### src/rtl/uart_rx_engine.sv
// UART receive engine: 2-flop synchroniser, start/data/stop framing FSM, and sticky
// status flags (rxrdy/perr/ferr/ovf) where a frame completion takes priority over a CPU clear.
module uart_rx_engine #(
    parameter int unsigned BAUD_CNT = 10416,
    parameter int unsigned CNT_W    = 14
) (
    input  logic       clk,
    input  logic       rst,
    input  logic       rx,
    input  logic       eight,
    input  logic       pen,
    input  logic       ohel,
    input  logic       clr_rdy,
    output logic [7:0] rx_data,
    output logic       rxrdy,
    output logic       perr,
    output logic       ferr,
    output logic       ovf
);

    typedef enum logic [1:0] {IDLE, START, DATA, STOP} state_t;

    localparam int unsigned HALF = BAUD_CNT / 2;
    localparam logic [CNT_W-1:0] HALF_LAST = CNT_W'(HALF - 1);
    localparam logic [CNT_W-1:0] FULL_LAST = CNT_W'(BAUD_CNT - 1);

    state_t           state_q, state_d;
    logic [CNT_W-1:0] cnt_q, cnt_d;
    logic [3:0]       bit_q, bit_d;
    logic [8:0]       shreg_q, shreg_d;
    logic [1:0]       sync_q, sync_d;
    logic             eight_q, eight_d;
    logic             pen_q, pen_d;
    logic             ohel_q, ohel_d;
    logic [7:0]       rx_data_q, rx_data_d;
    logic             rxrdy_q, rxrdy_d;
    logic             perr_q, perr_d;
    logic             ferr_q, ferr_d;
    logic             ovf_q, ovf_d;

    logic             rx_s;
    logic             complete;
    logic [3:0]       n_last;
    logic [7:0]       frame_data;
    logic             frame_par;

    assign rx_s = sync_q[1];

    always_ff @(posedge clk or negedge rst) begin
        if (!rst) begin
            state_q   <= IDLE;
            cnt_q     <= '0;
            bit_q     <= '0;
            shreg_q   <= '0;
            sync_q    <= 2'b11;
            eight_q   <= 1'b0;
            pen_q     <= 1'b0;
            ohel_q    <= 1'b0;
            rx_data_q <= 8'h00;
            rxrdy_q   <= 1'b0;
            perr_q    <= 1'b0;
            ferr_q    <= 1'b0;
            ovf_q     <= 1'b0;
        end else begin
            state_q   <= state_d;
            cnt_q     <= cnt_d;
            bit_q     <= bit_d;
            shreg_q   <= shreg_d;
            sync_q    <= sync_d;
            eight_q   <= eight_d;
            pen_q     <= pen_d;
            ohel_q    <= ohel_d;
            rx_data_q <= rx_data_d;
            rxrdy_q   <= rxrdy_d;
            perr_q    <= perr_d;
            ferr_q    <= ferr_d;
            ovf_q     <= ovf_d;
        end
    end

    always_comb begin
        state_d   = state_q;
        cnt_d     = cnt_q;
        bit_d     = bit_q;
        shreg_d   = shreg_q;
        sync_d    = {sync_q[0], rx};
        eight_d   = eight_q;
        pen_d     = pen_q;
        ohel_d    = ohel_q;
        rx_data_d = rx_data_q;
        rxrdy_d   = rxrdy_q;
        perr_d    = perr_q;
        ferr_d    = ferr_q;
        ovf_d     = ovf_q;
        complete  = 1'b0;

        // Index of the final sample: data bits plus optional parity, minus one
        n_last     = (eight_q ? 4'd7 : 4'd6) + {3'b000, pen_q};
        frame_data = {eight_q & shreg_q[7], shreg_q[6:0]};
        frame_par  = eight_q ? shreg_q[8] : shreg_q[7];

        if (clr_rdy) begin
            rxrdy_d = 1'b0;
            perr_d  = 1'b0;
            ferr_d  = 1'b0;
            ovf_d   = 1'b0;
        end

        case (state_q)
            IDLE: begin
                cnt_d = '0;
                if (!rx_s) begin
                    state_d = START;
                    bit_d   = '0;
                    shreg_d = '0;
                    eight_d = eight;
                    pen_d   = pen;
                    ohel_d  = ohel;
                end
            end
            START: begin
                if (cnt_q == HALF_LAST) begin
                    cnt_d   = '0;
                    bit_d   = '0;
                    state_d = rx_s ? IDLE : DATA;
                end else begin
                    cnt_d = cnt_q + CNT_W'(1);
                end
            end
            DATA: begin
                if (cnt_q == FULL_LAST) begin
                    cnt_d          = '0;
                    shreg_d[bit_q] = rx_s;
                    if (bit_q == n_last) begin
                        state_d = STOP;
                    end else begin
                        bit_d = bit_q + 4'd1;
                    end
                end else begin
                    cnt_d = cnt_q + CNT_W'(1);
                end
            end
            STOP: begin
                if (cnt_q == FULL_LAST) begin
                    cnt_d    = '0;
                    state_d  = IDLE;
                    complete = 1'b1;
                end else begin
                    cnt_d = cnt_q + CNT_W'(1);
                end
            end
            default: state_d = IDLE;
        endcase

        // Completion overrides a same-cycle clear; the old byte then counts as read
        if (complete) begin
            rx_data_d = frame_data;
            rxrdy_d   = 1'b1;
            ferr_d    = ~rx_s;
            perr_d    = pen_q & (^frame_data ^ frame_par ^ ohel_q);
            ovf_d     = rxrdy_q & ~clr_rdy;
        end
    end

    assign rx_data = rx_data_q;
    assign rxrdy   = rxrdy_q;
    assign perr    = perr_q;
    assign ferr    = ferr_q;
    assign ovf     = ovf_q;

endmodule
### config.mk
export PLATFORM = sky130hd
export DESIGN_NAME = uart_rx_engine
export DESIGN_NICKNAME = d
export VERILOG_FILES = /design/src/rtl/uart_rx_engine.sv
export SDC_FILE = /design/constraint.sdc
export NUM_CORES = 1
export LEC_CHECK = 0
export ABC_AREA = 1
export BUFFER_PORTS_ARGS = -buffer_cell sky130_fd_sc_hd__buf_2
export CORE_UTILIZATION = 50
export DETAILED_ROUTE_END_ITERATION = 16
export PLACE_DENSITY = 0.71
export SETUP_SLACK_MARGIN = 0.3
export SLEW_MARGIN = 20
export SYNTH_ARGS = -nofsm -noshare
export SYNTH_HDL_FRONTEND = slang
export SYNTH_SLANG_ARGS = --single-unit
### constraint.sdc
create_clock -name clk -period 1.4 [get_ports clk]
set_input_delay 0.28 -clock clk [delete_from_list [all_inputs] [get_ports clk]]
set_output_delay 0.28 -clock clk [all_outputs]
set_load 0.02 [all_outputs]
; ---- Yosys cells after proc, flatten, opt, wreduce, memory -nomap -nowiden
; Cells that the tools add are included.
[totals]
inputBits = 7
ff_bits = 46
out_inout_bits = 12
[classes]
bitwise_logic = 7
n_lt_le_gt_ge = 2
eq_ne = 12
n_addsub = 3
n_reduce_logical = 11
n_mux = 30
[ops]
columns = cell, count
row1 = case mux 14 bit (3 select lines), 1
row2 = 2-to-1 mux 14 bit, 2
row3 = 2-to-1 mux 9 bit, 2
row4 = case mux 9 bit (2 select lines), 1
row5 = 2-to-1 mux 4 bit, 4
row6 = "adder 14 x 1 -> 14 bit, second input constant", 1
row7 = "== test 14 x 13 -> 1 bit, second input constant", 1
row8 = "== test 14 bit, second input constant", 1
row9 = 2-to-1 mux 2 bit, 6
row10 = "!= test 2 bit, second input constant", 6
row11 = case mux 4 bit (3 select lines), 1
row12 = 2-to-1 mux 1 bit, 10
row13 = AND reduction 5 bit, 2
row14 = bitwise mux 9 bit, 1
row15 = case mux 2 bit (4 select lines), 1
row16 = XOR reduction 8 bit, 1
row17 = "less-than comparator 4 x 5 -> 1 bit, second input constant", 1
row18 = adder 3 x 1 -> 4 bit, 1
row19 = "adder 4 x 1 -> 4 bit, second input constant", 1
row20 = demux 1 bit (select 4 bit), 1
row21 = "== test 2 bit, second input constant", 2
row22 = == test 4 bit, 1
row23 = "greater-or-equal comparator 4 x 1 -> 1 bit, second input constant", 1
row24 = nonzero test 2 bit, 2
row25 = other kinds (10), 14

; ---- Longest topological paths before layout
[depth]
ltp_word = 7
depth_mapped = 12
ltp_nobuf = 12

; ---- Least setup slack after synthesis
; OpenSTA, ideal clock, no wires.
[synth_timing]
kind = reg-to-reg
from = register cnt_q[0]
to = register rx_data_q[7] (netlist: rx_data[7])
required_ps = 1281
synth_period_minus_slack_ps = 1451
setup_ps = 119
t_arrival_ps = 1332
path_slack_ps = -51
path_stages_with_launch = 8
cell_sequence = dfrtp_1 > ha_1 > nand3_1 > nor2_2 > nand3_2 > buf_4 > nand2_1 > o21ai_2
[synth_between]
elab_chain_len = 3
[synth_lines]
columns = item, line_no
row1 = start: declaration, 28  ; logic [CNT_W-1:0] cnt_q, cnt_d;
row2 = start signal: assignment, 66  ; cnt_q <= cnt_d;
row3 = == test 14 bit, 144  ; if (cnt_q == FULL_LAST) begin
row4 = 2-to-1 mux 1 bit, 144
row5 = 2-to-1 mux 1 bit, 109  ; case (state_q)
row6 = end signal: assignment, 73  ; rx_data_q <= rx_data_d;
row7 = end: declaration, 35  ; logic [7:0] rx_data_q, rx_data_d;
; Every way passes these cells.
; A chain may end at the register's enable or synchronous reset.

==> flow_metrics.env <==
export IMPL_worst_pin_slew_ns=0.253
export IMPL_worst_slack_ns=-0.0845
export IMPL_hold_viol=0
export IMPL_final_max_slew_violation_count=0
export IMPL_h_tree_depth=2
export IMPL_cellPowerDensity_nw_per_um2=639
export IMPL_p_leak_nw=1.77
export IMPL_num_vias=2284
export IMPL_gp_congestion=0.838
export IMPL_hold_slack_ns=0.0736
export IMPL_start_kind="flip-flop"
export IMPL_final_net_count=405
export IMPL_start_util_pct=53.2
export IMPL_cap_violations=0
export IMPL_whs_path_depth=1
export IMPL_grt_ovfl_total=0
export IMPL_rsz0062_at_grt="yes"
export IMPL_drt_iter0_markers=128
export IMPL_grt_pass1_vias=2118
export IMPL_drtAntennaViolNets=0
export IMPL_synthCells=321
export IMPL_totalWireLength_um=6010
export IMPL_synth_area_um2=2580
export IMPL_cts_inserted_buffers=5
export IMPL_diodes=0
export IMPL_finalInstanceArea_um2=3600
export IMPL_yosysMostFrequentCell="nand2_1"
export IMPL_cts_sinks=46
export IMPL_async_flop_share_pct=100
export IMPL_setup_violations=35
export IMPL_dpl_instance_area_um2=2980
export IMPL_wl_per_cell_um=13.1
export IMPL_fin_skew_ns=0.00665
export IMPL_cts_root_buf="clkbuf_8"
export IMPL_antenna_found_initial=0
export IMPL_cts_tree="done"
export IMPL_rr_worst_depth=10
export IMPL_die_x_um=73.9
export IMPL_core_area_um2=4850
export IMPL_clkLatencyLatePin_ns=0.30
export IMPL_synth_cell_types=35
export IMPL_drtPass1Iterations=4
export IMPL_final_util_pct=74.2
export IMPL_cts_buffer_depth=2
export IMPL_fin_crit_sh_pct=106
export IMPL_grt_max_degree=47
export IMPL_clk_pin_slew_ns=0.09
export IMPL_track_usage_pct=22.1
export IMPL_die_area_um2=5450
export IMPL_yosysTopAreaCell="dfrtp_1"
export IMPL_yosysWarnings=0
export IMPL_slew_headroom_pct=83.1
export IMPL_crit_type="reg2reg"
export IMPL_synthTopCellsByArea="dfrtp_1 43%, nand2_1 12%, inv_1 6.0%"
export IMPL_endpoint_kind="flip-flop"
export IMPL_worst_ep_required_time_ns=1.60
export IMPL_finalSetupTns_ns=-1.91
export IMPL_area_growth_pct=39.4
export IMPL_rows=25
export IMPL_avgSynthCellArea_um2=8.04
export IMPL_critPathArrivalTime_ns=1.69
export IMPL_grt_pass1_wl_um=9090
export IMPL_synthFlopType="dfrtp_1"
export IMPL_synth_seq_cells=46
export IMPL_synth_edf_count=0
export IMPL_irDropWorstVdd_mv=0.420
export IMPL_routed_via_density=4.97
export IMPL_fp_dieH_um=73.9
export IMPL_yosysSeqAreaShare_pct=44.7
export IMPL_route_detailed_drc=0
export IMPL_syn_nets=334
export IMPL_drive_above_1_share_pct=39.9
export IMPL_run_status="finished with violations"
export IMPL_fmax_ghz=0.674
export IMPL_synth_top_area_share_pct=42.7
export IMPL_holdCritPathClass="in2reg"
export IMPL_io_buffers=18
export IMPL_ioPinCount=19
export IMPL_power_mw=2.30
export IMPL_violations="negative setup slack"
export IMPL_cp_max_fo=5
export IMPL_synthTopCellsByCount="85 x nand2_1, 44 x dfrtp_1, 41 x inv_1, 41 x nor2_1, 23 x nand3_1"
export IMPL_period_needed_ns=1.48
export IMPL_hpwl_um=3850
-- layer usage --
metal	vias up	routed length (um)	GRT usage (%)	share of wire, %
met5	-	0	0	0
met4	0	44	7.26	0.73
li1	1148	-	-	-
met2	44	2960	37.0	49
met3	4	238	4.39	4.0
met1	1088	2760	28.6	46
-- layout by cell type, fill, tap and decap left out, drive strengths merged --
master / instances
a21oi: 7
and3: 1
buf: 68
clkbuf: 6
clkinv: 4
clkinvlp: 1
dfrtp: 44
dfstp: 2
dlygate4sd3: 1
ha: 6
inv: 42
mux2: 5
nand2: 90
nand3: 24
nand3b: 1
nand4: 4
nor2: 48
nor3: 4
nor3b: 2
o211ai: 9
o21ai: 10
o31ai: 1
or2: 1
xnor2: 4
xor2: 8
-- report_power, final --
part / switching [mW] / leakage (nW) / internal, mW
Sequential: 0.00592 / 0.608 / 1.34
Clock: 0.463 / 0.0472 / 0.398
Combinational: 0.0573 / 1.11 / 0.0376
Total: 0.526 / 1.77 / 1.77
-- stage by stage --
stage | setup slack [ns] | cells
2_1_floorplan | 0.0281 | 321
3_3_place_gp | -0.108 | 423
3_5_place_dp | -0.113 | 423
4_1_cts | -0.0773 | 449
5_1_grt | -0.157 | 460
6_report | -0.0845 | 460
-- final cells by class --
type | instances | area (um^2)
Tap cell | 67 | 83.8
Clock inverter | 2 | 12.5
Sequential cell | 46 | 1160
Multi-Input combinational cell | 225 | 1450
Timing Repair inverter | 1 | 16.3
Timing Repair Buffer | 69 | 614
Clock buffer | 6 | 82.6
Fill cell | 320 | 1250
Inverter | 44 | 180
-- sequential cells by signal (all words and copies together) (netlist names), named ones only --
signal / flops
pen_q: 1
shreg_q: 9
bit_q: 4
ovf: 1
ferr: 1
cnt_q: 14
sync_q: 2
state_q: 1
perr: 1
rxrdy: 1
eight_q: 1
rx_data: 8
ohel_q: 1
-- worst paths after layout --
kind / from / end / slack, ns
max: cnt_q[1]$_DFF_PN0_ / flip-flop / -0.08
min: rx / sync_q[0]$_DFF_PN1_ / 0.07
max reg2reg: cnt_q[1]$_DFF_PN0_ / flip-flop / -0.08
min reg2reg: sync_q[0]$_DFF_PN1_ / sync_q[1]$_DFF_PN1_ / 0.36
max in group asynchronous: rst / sync_q[1]$_DFF_PN1_ / 0.64
min in group asynchronous: rst / cnt_q[3]$_DFF_PN0_ / 0.47
-- kinds of logic after synthesis --
logic type,share of synthesized area [%]
simple gates,31.1
buf+inv,7.95
flops,44.7
compound gates,7.08
xor+xnor,4.07
fa+ha+maj,2.91
mux,2.18
-- critical path: stages, from the launching register on --
cell	delay, ns
dfrtp_1	0.40
ha_4	0.18
nand3_4	0.09
nor2_4	0.16
nand2_4	0.10
nand2_4	0.12
nand2_8	0.07
nor2_4	0.09
nand2_1	0.06
nand2_1	0.06
nand2_1	0.05
-- repair_timing --
action	4_1_cts	5_1_grt
pin swaps	6	12
setup endpoints to repair	54	54
endpoints found under the hold margin	44	0
setup buffers	17	10
gates resized for setup	46	43
hold buffers	1	0
gates cloned	0	1
(Power assumes the default switching activity.)
